<file path="src/rtl/timer_pkg.sv">
// Shared BCD constants, count-direction encoding and digit validation helper
// for the cascaded BCD timer.
package timer_pkg;
  localparam int BCD_W = 4;

  typedef enum logic {
    MODE_UP   = 1'b0,
    MODE_DOWN = 1'b1
  } mode_e;

  localparam logic [BCD_W-1:0] UNITS_MAX = 4'd9;
  localparam logic [BCD_W-1:0] TENS_MAX  = 4'd5;

  function automatic logic bcd_valid(input logic [BCD_W-1:0] digit,
                                     input logic [BCD_W-1:0] max);
    return digit <= max;
  endfunction
endpackage

</file>
<file path="src/rtl/bcd_digit.sv">
// One BCD digit of the timer chain: up/down step with carry/borrow out, load,
// and an optional runtime maximum that replaces DIGIT_MAX.
module bcd_digit
  import timer_pkg::*;
#(
  parameter logic [BCD_W-1:0] DIGIT_MAX = UNITS_MAX
) (
  input  logic             CLK,
  input  logic             RST,
  input  logic             load_i,
  input  logic [BCD_W-1:0] load_val_i,
  input  logic             en_i,
  input  logic             mode_i,
  input  logic             max_ovr_i,
  input  logic [BCD_W-1:0] max_i,
  output logic [BCD_W-1:0] digit_o,
  output logic [BCD_W-1:0] digit_d_o,
  output logic             carry_o,
  output logic             term_o
);
  logic [BCD_W-1:0] digit_q, digit_d, max_eff;

  assign max_eff = max_ovr_i ? max_i : DIGIT_MAX;

  // Terminal means "the next step rolls over": at max going up, at zero going down.
  assign term_o  = (mode_i == MODE_UP) ? (digit_q >= max_eff) : (digit_q == '0);
  assign carry_o = en_i & term_o;

  always_comb begin
    digit_d = digit_q;
    if (load_i) begin
      digit_d = load_val_i;
    end else if (en_i) begin
      if (mode_i == MODE_UP) digit_d = term_o ? '0 : digit_q + 1'b1;
      else                   digit_d = term_o ? max_eff : digit_q - 1'b1;
    end
  end

  always_ff @(posedge CLK or posedge RST) begin
    if (RST) digit_q <= '0;
    else     digit_q <= digit_d;
  end

  assign digit_o   = digit_q;
  assign digit_d_o = digit_d;
endmodule

</file>
<file path="src/rtl/bcd_timer_chain.sv">
// Multi-field BCD timer (SS, MM:SS, HH:MM:SS...) with limited top field,
// stop-at-zero countdown, wrap/done/load-error flags and a lap-freeze display.
module bcd_timer_chain
  import timer_pkg::*;
#(
  parameter int NUM_PAIRS    = 2,
  parameter int TOP_LIMIT    = 59,
  parameter bit STOP_AT_ZERO = 1'b1
) (
  input  logic                         CLK,
  input  logic                         RST,
  input  logic                         LOAD,
  input  logic                         COUNT,
  input  logic                         MODE,
  input  logic                         LAP,
  input  logic [BCD_W*2*NUM_PAIRS-1:0] I,
  output logic [BCD_W*2*NUM_PAIRS-1:0] CNT,
  output logic [BCD_W*2*NUM_PAIRS-1:0] Q,
  output logic                         WRAP,
  output logic                         DONE,
  output logic                         LOAD_ERR
);
  localparam int NUM_DIGITS = 2 * NUM_PAIRS;
  localparam int W          = BCD_W * NUM_DIGITS;
  localparam int TOP_T      = NUM_DIGITS - 1;
  localparam int TOP_U      = NUM_DIGITS - 2;
  localparam logic [BCD_W-1:0] TOP_TENS_MAX  = BCD_W'(TOP_LIMIT / 10);
  localparam logic [BCD_W-1:0] TOP_UNITS_MAX = BCD_W'(TOP_LIMIT % 10);

  function automatic logic [BCD_W-1:0] units_limit(input logic [BCD_W-1:0] tens);
    return (tens == TOP_TENS_MAX) ? TOP_UNITS_MAX : UNITS_MAX;
  endfunction

  logic [W-1:0]          cnt, cnt_d, ld_val;
  logic [NUM_DIGITS:0]   en_chain;
  logic [NUM_DIGITS-1:0] term, ld_err;
  logic                  stall, count_go;

  // Top-field units maximum depends on the tens digit it will sit beside
  // after the step: current tens going up, borrowed tens going down.
  logic [BCD_W-1:0] top_tens_q, top_tens_dn, top_units_max;
  assign top_tens_q    = cnt[BCD_W*TOP_T +: BCD_W];
  assign top_tens_dn   = (top_tens_q == '0) ? TOP_TENS_MAX : top_tens_q - 1'b1;
  assign top_units_max = units_limit((MODE == MODE_DOWN) ? top_tens_dn : top_tens_q);

  logic [BCD_W-1:0] ld_tt, ld_tu, top_ld_tens, top_ld_units;
  logic [6:0]       ld_top_val;
  logic             top_ld_err;

  always_comb begin
    ld_tt      = I[BCD_W*TOP_T +: BCD_W];
    ld_tu      = I[BCD_W*TOP_U +: BCD_W];
    top_ld_err = 1'b0;
    if (!bcd_valid(ld_tt, UNITS_MAX)) begin
      ld_tt      = UNITS_MAX;
      top_ld_err = 1'b1;
    end
    if (!bcd_valid(ld_tu, UNITS_MAX)) begin
      ld_tu      = UNITS_MAX;
      top_ld_err = 1'b1;
    end
    ld_top_val   = 7'(ld_tt) * 7'd10 + 7'(ld_tu);
    top_ld_tens  = ld_tt;
    top_ld_units = ld_tu;
    if (int'(ld_top_val) > TOP_LIMIT) begin
      top_ld_tens  = TOP_TENS_MAX;
      top_ld_units = TOP_UNITS_MAX;
      top_ld_err   = 1'b1;
    end
  end

  // In down mode every digit's terminal flag is "digit is zero", so the AND
  // of them is the all-zero detect used to stall the countdown.
  assign stall       = STOP_AT_ZERO && (MODE == MODE_DOWN) && (&term);
  assign count_go    = COUNT && !LOAD && !stall;
  assign en_chain[0] = count_go;

  for (genvar gi = 0; gi < NUM_DIGITS; gi++) begin : g_digit
    localparam bit IS_TOP  = (gi >= NUM_DIGITS - 2);
    localparam bit IS_TENS = ((gi % 2) == 1);
    localparam logic [BCD_W-1:0] DMAX =
      !IS_TENS ? UNITS_MAX : (IS_TOP ? TOP_TENS_MAX : TENS_MAX);

    if (IS_TOP) begin : g_top
      assign ld_val[BCD_W*gi +: BCD_W] = IS_TENS ? top_ld_tens : top_ld_units;
      assign ld_err[gi]                = top_ld_err;
    end else begin : g_low
      logic [BCD_W-1:0] ld_raw;
      assign ld_raw                    = I[BCD_W*gi +: BCD_W];
      assign ld_val[BCD_W*gi +: BCD_W] = bcd_valid(ld_raw, DMAX) ? ld_raw : DMAX;
      assign ld_err[gi]                = !bcd_valid(ld_raw, DMAX);
    end

    bcd_digit #(
      .DIGIT_MAX(DMAX)
    ) u_digit (
      .CLK       (CLK),
      .RST       (RST),
      .load_i    (LOAD),
      .load_val_i(ld_val[BCD_W*gi +: BCD_W]),
      .en_i      (en_chain[gi]),
      .mode_i    (MODE),
      .max_ovr_i (IS_TOP && !IS_TENS),
      .max_i     (top_units_max),
      .digit_o   (cnt[BCD_W*gi +: BCD_W]),
      .digit_d_o (cnt_d[BCD_W*gi +: BCD_W]),
      .carry_o   (en_chain[gi+1]),
      .term_o    (term[gi])
    );
  end

  logic         wrap_q, wrap_d, done_q, done_d, load_err_q, load_err_d, lap_prev_q;
  logic [W-1:0] lap_q, lap_d;

  assign wrap_d     = en_chain[NUM_DIGITS];
  assign load_err_d = LOAD && (|ld_err);
  assign lap_d      = (LAP && !lap_prev_q) ? cnt_d : lap_q;

  always_comb begin
    done_d = done_q;
    if (!STOP_AT_ZERO)  done_d = 1'b0;
    else if (LOAD)      done_d = (MODE == MODE_DOWN) && (ld_val == '0);
    else if (COUNT)     done_d = (MODE == MODE_DOWN) && (cnt_d == '0);
  end

  always_ff @(posedge CLK or posedge RST) begin
    if (RST) begin
      wrap_q     <= 1'b0;
      done_q     <= 1'b0;
      load_err_q <= 1'b0;
      lap_prev_q <= 1'b0;
      lap_q      <= '0;
    end else begin
      wrap_q     <= wrap_d;
      done_q     <= done_d;
      load_err_q <= load_err_d;
      lap_prev_q <= LAP;
      lap_q      <= lap_d;
    end
  end

  assign CNT      = cnt;
  assign Q        = LAP ? lap_q : cnt;
  assign WRAP     = wrap_q;
  assign DONE     = done_q;
  assign LOAD_ERR = load_err_q;
endmodule
</file>
<file path="config.mk">
export PLATFORM = sky130hd
export DESIGN_NAME = bcd_timer_chain
export DESIGN_NICKNAME = d
export VERILOG_FILES = /design/src/rtl/timer_pkg.sv /design/src/rtl/bcd_digit.sv /design/src/rtl/bcd_timer_chain.sv
export SDC_FILE = /design/constraint.sdc
export NUM_CORES = 1
export LEC_CHECK = 0
export BUFFER_PORTS_ARGS = -buffer_cell sky130_fd_sc_hd__buf_2
export CELL_PAD_IN_SITES_DETAIL_PLACEMENT = 1
export CELL_PAD_IN_SITES_GLOBAL_PLACEMENT = 1
export CORE_MARGIN = 3
export CORE_UTILIZATION = 45
export CTS_CLUSTER_SIZE = 30
export DETAILED_ROUTE_END_ITERATION = 7
export PLACE_DENSITY_LB_ADDON = 0.3
export SETUP_SLACK_MARGIN = 0.02
export SYNTH_ARGS = -nofsm -noshare
export SYNTH_HDL_FRONTEND = slang
export SYNTH_SLANG_ARGS = --single-unit
</file>
<file path="constraint.sdc">
create_clock -name CLK -period 4.5 [get_ports CLK]
set_clock_uncertainty 0.1 [all_clocks]
set_input_delay 0.45 -clock CLK [delete_from_list [all_inputs] [get_ports CLK]]
set_output_delay 0.45 -clock CLK [all_outputs]
set_load 0.05 [all_outputs]
</file>
# After elaboration in Yosys (flattened, before gate mapping)
# Index checks and enable logic that the tools add are counted.
# op_classes
n_addsub	9
n_bitwise	4
n_mul	1
order_cmp	9
n_reduce_logical	21
mux	36
# op_table
operator	count
two-way mux 4 bit	26
logical NOT 16 bit	2
adder 4 x 1 -> 4 bit (second input constant)	4
logical NOT 4 bit	4
two-way mux 16 bit	1
subtractor 4 x 1 -> 4 bit (second input constant)	4
less-or-equal comparator 4 bit (second input constant)	3
two-way mux 1 bit	9
>= comparator 4 x 3 -> 1 bit (second input constant)	2
>= comparator 4 bit (second input constant)	2
adder 7 x 4 -> 7 bit	1
greater-than comparator 7 x 6 -> 1 bit (second input constant)	1
logical AND 1 bit	7
multiplier 4 x 3 -> 6 bit (second input constant)	1
logical NOT 1 bit	5
bitwise AND 1 bit	4
less-or-equal comparator 4 x 3 -> 1 bit (second input constant)	1
AND reduction 4 bit	1
OR reduction 3 bit	1
nonzero test 2 bit	1
# totals
reg_bits	36
out_inout_bits	35
elab_cells	89

# Logic depth before layout (Yosys ltp)
# depth
ltp_word	15
mapped_depth	13

# By module
# From an unflattened synthesis, not the netlist that was laid out.
# hier_totals
hier_cells	405
hier_area_um2	3632.2
# modules_own_cells
module	seq_area_each_um2	area_each_um2	cells_per_inst	n_inst
bcd_timer_chain	500.5	1500.2	142	1
bcd_digit (g_digit[1].u_digit ...)	100.1	539.3	66	2
bcd_digit (g_digit[2].u_digit)	100.1	548.0	66	1
bcd_digit (g_digit[0].u_digit)	100.1	505.5	65	1

# Least setup slack after synthesis
# No wires, ideal clock.
# synth_path
path_type	input port to flip-flop
start	input I[13]
end	register done_q, in the netlist DONE
n_path_buf	0
required_ns	4.308
t_arrival_ns	2.977
path_stages	13
path_slack_ns	1.331
path_cell_list	o21ai_0 -> nand2b_1 -> ha_1 -> ha_1 -> fa_1 -> xor2_1 -> nand2_1 -> a211o_1 -> o21ai_0 -> o21ai_1 -> o32ai_1 -> nand3_1 -> o31ai_2
# synth_between
elab_chain_len	11
# synth_lines
element	line_no	rtl
from (decl)	bcd_timer_chain.sv:16	input logic [BCD_W*2*NUM_PAIRS-1:0] I,
less-or-equal comparator 4 bit	timer_pkg.sv:16	return digit <= max;
two-way mux 4 bit *	bcd_timer_chain.sv:54	if (!bcd_valid(ld_tt, UNITS_MAX)) begin
multiplier 4 x 3 -> 6 bit	bcd_timer_chain.sv:62	ld_top_val = 7'(ld_tt) * 7'd10 + 7'(ld_tu);
adder 7 x 4 -> 7 bit	bcd_timer_chain.sv:62	
greater-than comparator 7 x 6 -> 1 bit	bcd_timer_chain.sv:65	if (int'(ld_top_val) > TOP_LIMIT) begin
two-way mux 4 bit	bcd_timer_chain.sv:65	
two-way mux 4 bit	bcd_digit.sv:31	if (load_i) begin
logical NOT 16 bit	bcd_timer_chain.sv:123	else if (COUNT) done_d = (MODE == MODE_DOWN) && (cnt_d == '0);
logical AND 1 bit	bcd_timer_chain.sv:123	
two-way mux 1 bit	bcd_timer_chain.sv:123	
two-way mux 1 bit *	bcd_timer_chain.sv:122	else if (LOAD) done_d = (MODE == MODE_DOWN) && (ld_val == '0);
to (signal assigned)	bcd_timer_chain.sv:135	done_q <= done_d;
to (decl)	bcd_timer_chain.sv:112	logic wrap_q, wrap_d, done_q, done_d, load_err_q, load_err_d, lap_prev_q;
# Mark *: on every way between the ends. The rest lies on a longest branch, timed or not. The select of a mux whose other input is x is not followed.
# A chain may end at the register's enable or synchronous reset.

# Final worst setup path
# Same ends and word-level chain as after synthesis.

==> flow_summary.ini <==
[sta]
finalSetupViolations = 0
rsz0062_at_grt = no
fin_crit_ns = 3.58
fmax_ghz = 0.279
final_hold_viol_count = 0
fin_crit_sh = 0.797
slew_headroom = 0.362
fin_tns_setup_ns = 0
setup_ws_ns = 0.915
tightest_slew_ns = 0.957
final_max_slew_viol_count = 0
hold_slack_ns = 0.149

[global_route]
grt_pass1_wl_um = 14700
track_usage = 0.252
grt_pass1_vias = 2770
overflow = 0
antenna_found_initial = 0
grt_max_degree = 37

[power]
ir_worst_vdd_mv = 0.205
total_power_mw = 1.18
pwr_density_cell_nw_per_um2 = 357
p_leak_nw = 1.49

[detailed_routing]
vias = 2859
wire_per_inst_um = 19.7
highest_layer = met4
wl_met2_um = 4200
routed_wl_um = 9160
drc = 0
viasPerCell = 6.16
detail-route-antenna-nets = 0
wl_met1_um = 4320
wl_met3_um = 472
first_pass_iters = 5
drtIter0Drc = 202

[clock_tree]
clock_latency_ns = 0.30
clock_sinks = 36
htreeDepth = 2
cts_hold_buf = 0
cts_tree = built
clk_pin_slew_ns = 0.08
postCtsSetupRepairBufs = 0
clk_path_buf_depth = 2
cts-buffers-inserted = 5
root_buffer = clkbuf_8
cts.repair.resized = 0

[final_layout]
drive_above_1_share = 0.244
area_delta_synth_final_pct = 12.7
postLayoutCellArea_sq_um = 3300
seq_area_sq_um = 901
utilization = 0.539
fin_cells = 464
multi_input_area_sq_um = 1850
nNetsFinal = 429
antenna_cells = 0
fillers = 784

[floorplanning]
coreArea_sq_um = 6130
die_y_um = 86.7
ioPinCount = 57
start_util = 0.478
die-area_sq_um = 7520
fp.dieW_um = 86.7
row_count = 28

[logic_synthesis]
yosys_warnings = 0
async_reset_ff_frac = 1.00
ys_types = 67
ys_ff_latch = 36
ys_seq_area_frac = 0.307
synth_area_sq_um = 2930
syn_area_per_cell_sq_um = 8.50
syn_inst = 345
synth-edff-count = 0
syn-num-nets = 385
synth_ff_type = dfrtp_1

[setup_path]
cp_top_family = compound AO/OA/AOI/OAI gates
rrSetupSlack_ns = 0.93
path_class = in -> reg
path_cells = buf_2 > o21ai_0 > nand2b_1 > ha_1 > ha_1 > fa_1 > xor2_1 > nand2_1 > a211o_1 > o21ai_0 > o21ai_1 > o32ai_1 > nand3_1 > o31ai_2
crit_buf_inv = 1
critical-path-max-stage-delay_ns = 0.50
crit_slowest_cell = o32ai_1
cp-start-kind = primary input
cp.required_ns = 4.60
worstSetupEndpointType = flop
arrival_ns = 3.69
critPathMaxFanout = 6

[status]
status = finished clean

[flow_run]
drv_cap = 0

[placed_design]
gp_congestion = 0.886
place_inst = 457
placed_area_sq_um = 3230
place.detailed.hpwl_um = 7060
port_buffers = 56
post-place-ws_ns = 0.682

[worst_hold_path]
hp-class = in -> async
==> tightest hold or removal path, stage by stage <==
cell	delay, ns
buf_2	0.09
inv_1	0.04
buf_4	0.41
==> where the power goes <==
part           internal, mW  switching (mW)  total [mW]
Sequential            0.367          0.0602       0.428
Clock                 0.105           0.122       0.227
Combinational         0.160           0.366       0.525
==> cell usage in the layout, fill, tap and decap left out, types with 3 or more instances in the layout <==
master / instances
nand4_1: 3
nor2b_1: 5
nor3b_1: 4
nand2b_1: 8
dfrtp_1: 36
a31oi_1: 4
mux2i_1: 7
or3_1: 3
or4_1: 3
buf_2: 56
nor2_1: 16
o31ai_1: 4
inv_1: 25
ha_1: 17
or2_2: 4
o41ai_1: 3
a211oi_1: 6
nor3_1: 6
nor4_1: 5
a211o_1: 3
o22ai_1: 7
clkbuf_8: 5
nand2_1: 36
o21ai_0: 35
a21oi_1: 14
mux2_2: 13
xor2_1: 4
o21ai_1: 3
nand3_1: 7
==> layer usage <==
layer,vias to the layer above,GRT usage
met1,1408,0.372
met4,0,0.0609
li1,1346,-
met5,-,0
met3,14,0.0304
met2,91,0.393
==> synth_stat cells, drive strengths merged (2+ instances only) <==
| library cell | number | area (sq um) |
|---|---|---|
| nor3 | 6 | 30.0 |
| a31oi | 4 | 25.0 |
| a22oi | 2 | 15.0 |
| nand4 | 3 | 18.8 |
| o21a | 2 | 15.0 |
| o21bai | 2 | 15.0 |
| nor2b | 5 | 31.3 |
| or3 | 3 | 18.8 |
| a211oi | 7 | 57.6 |
| o22ai | 8 | 56.3 |
| or3b | 3 | 31.3 |
| a221oi | 2 | 17.5 |
| xor2 | 4 | 35.0 |
| nand3 | 7 | 35.0 |
| o22a | 2 | 17.5 |
| dfrtp | 36 | 901 |
| mux2i | 7 | 70.1 |
| nor4 | 6 | 43.8 |
| nor2 | 17 | 66.3 |
| or2 | 4 | 25.0 |
| nand3b | 2 | 15.0 |
| nand2b | 9 | 63.8 |
| nand2 | 36 | 135 |
| o41ai | 5 | 70.1 |
| or4 | 3 | 22.5 |
| a21oi | 14 | 70.1 |
| mux2 | 13 | 146 |
| inv | 25 | 93.8 |
| nor3b | 4 | 30.0 |
| a211o | 3 | 26.3 |
| ha | 17 | 213 |
| o31ai | 5 | 42.5 |
| buf | 4 | 26.3 |
| o21ai | 39 | 199 |
| a2bb2oi | 2 | 17.5 |
| clkbuf | 16 | 61.3 |
==> final timing paths <==
kind	from	endpoint	depth (start not counted)
setup / recovery	I[13]	DONE	14
hold / removal	RST	g_digit[1].u_digit.digit_o[0]	3
setup reg to reg	g_digit[0].u_digit.digit_o[0]	DONE	10
hold reg to reg	lap_q[12]	lap_q[12]	2
max in group asynchronous	RST	lap_q[10]	3
min in group CLK	I[8]	g_digit[2].u_digit.digit_o[0]	3
==> registers in the layout, indices dropped and copies added (netlist names) <==
| register | count |
|---|---|
| g_digit.u_digit.digit_o | 16 |
| lap_q | 16 |
| DONE | 1 |
| LOAD_ERR | 1 |
| WRAP | 1 |
| lap_prev_q | 1 |
==> cell type report <==
cell class,instances,share of cell area
Tap cell,75,0.0284
Multi-Input combinational cell,264,0.560
Timing Repair Buffer,57,0.0871
Inverter,25,0.0284
Clock buffer,6,0.0220
Sequential cell,36,0.273
Clock inverter,1,0.00151
==> logic make-up after synthesis <==
kind of cell,synth area share
other,0.00128
buffers and inverters,0.0619
adders and majority gates,0.0794
AOI/OAI and AO/OA,0.244
xor gates and xnor gates,0.0119
DFF,0.307
muxes,0.0738
and+or+nand+nor,0.220
(Power assumes the default switching activity.)
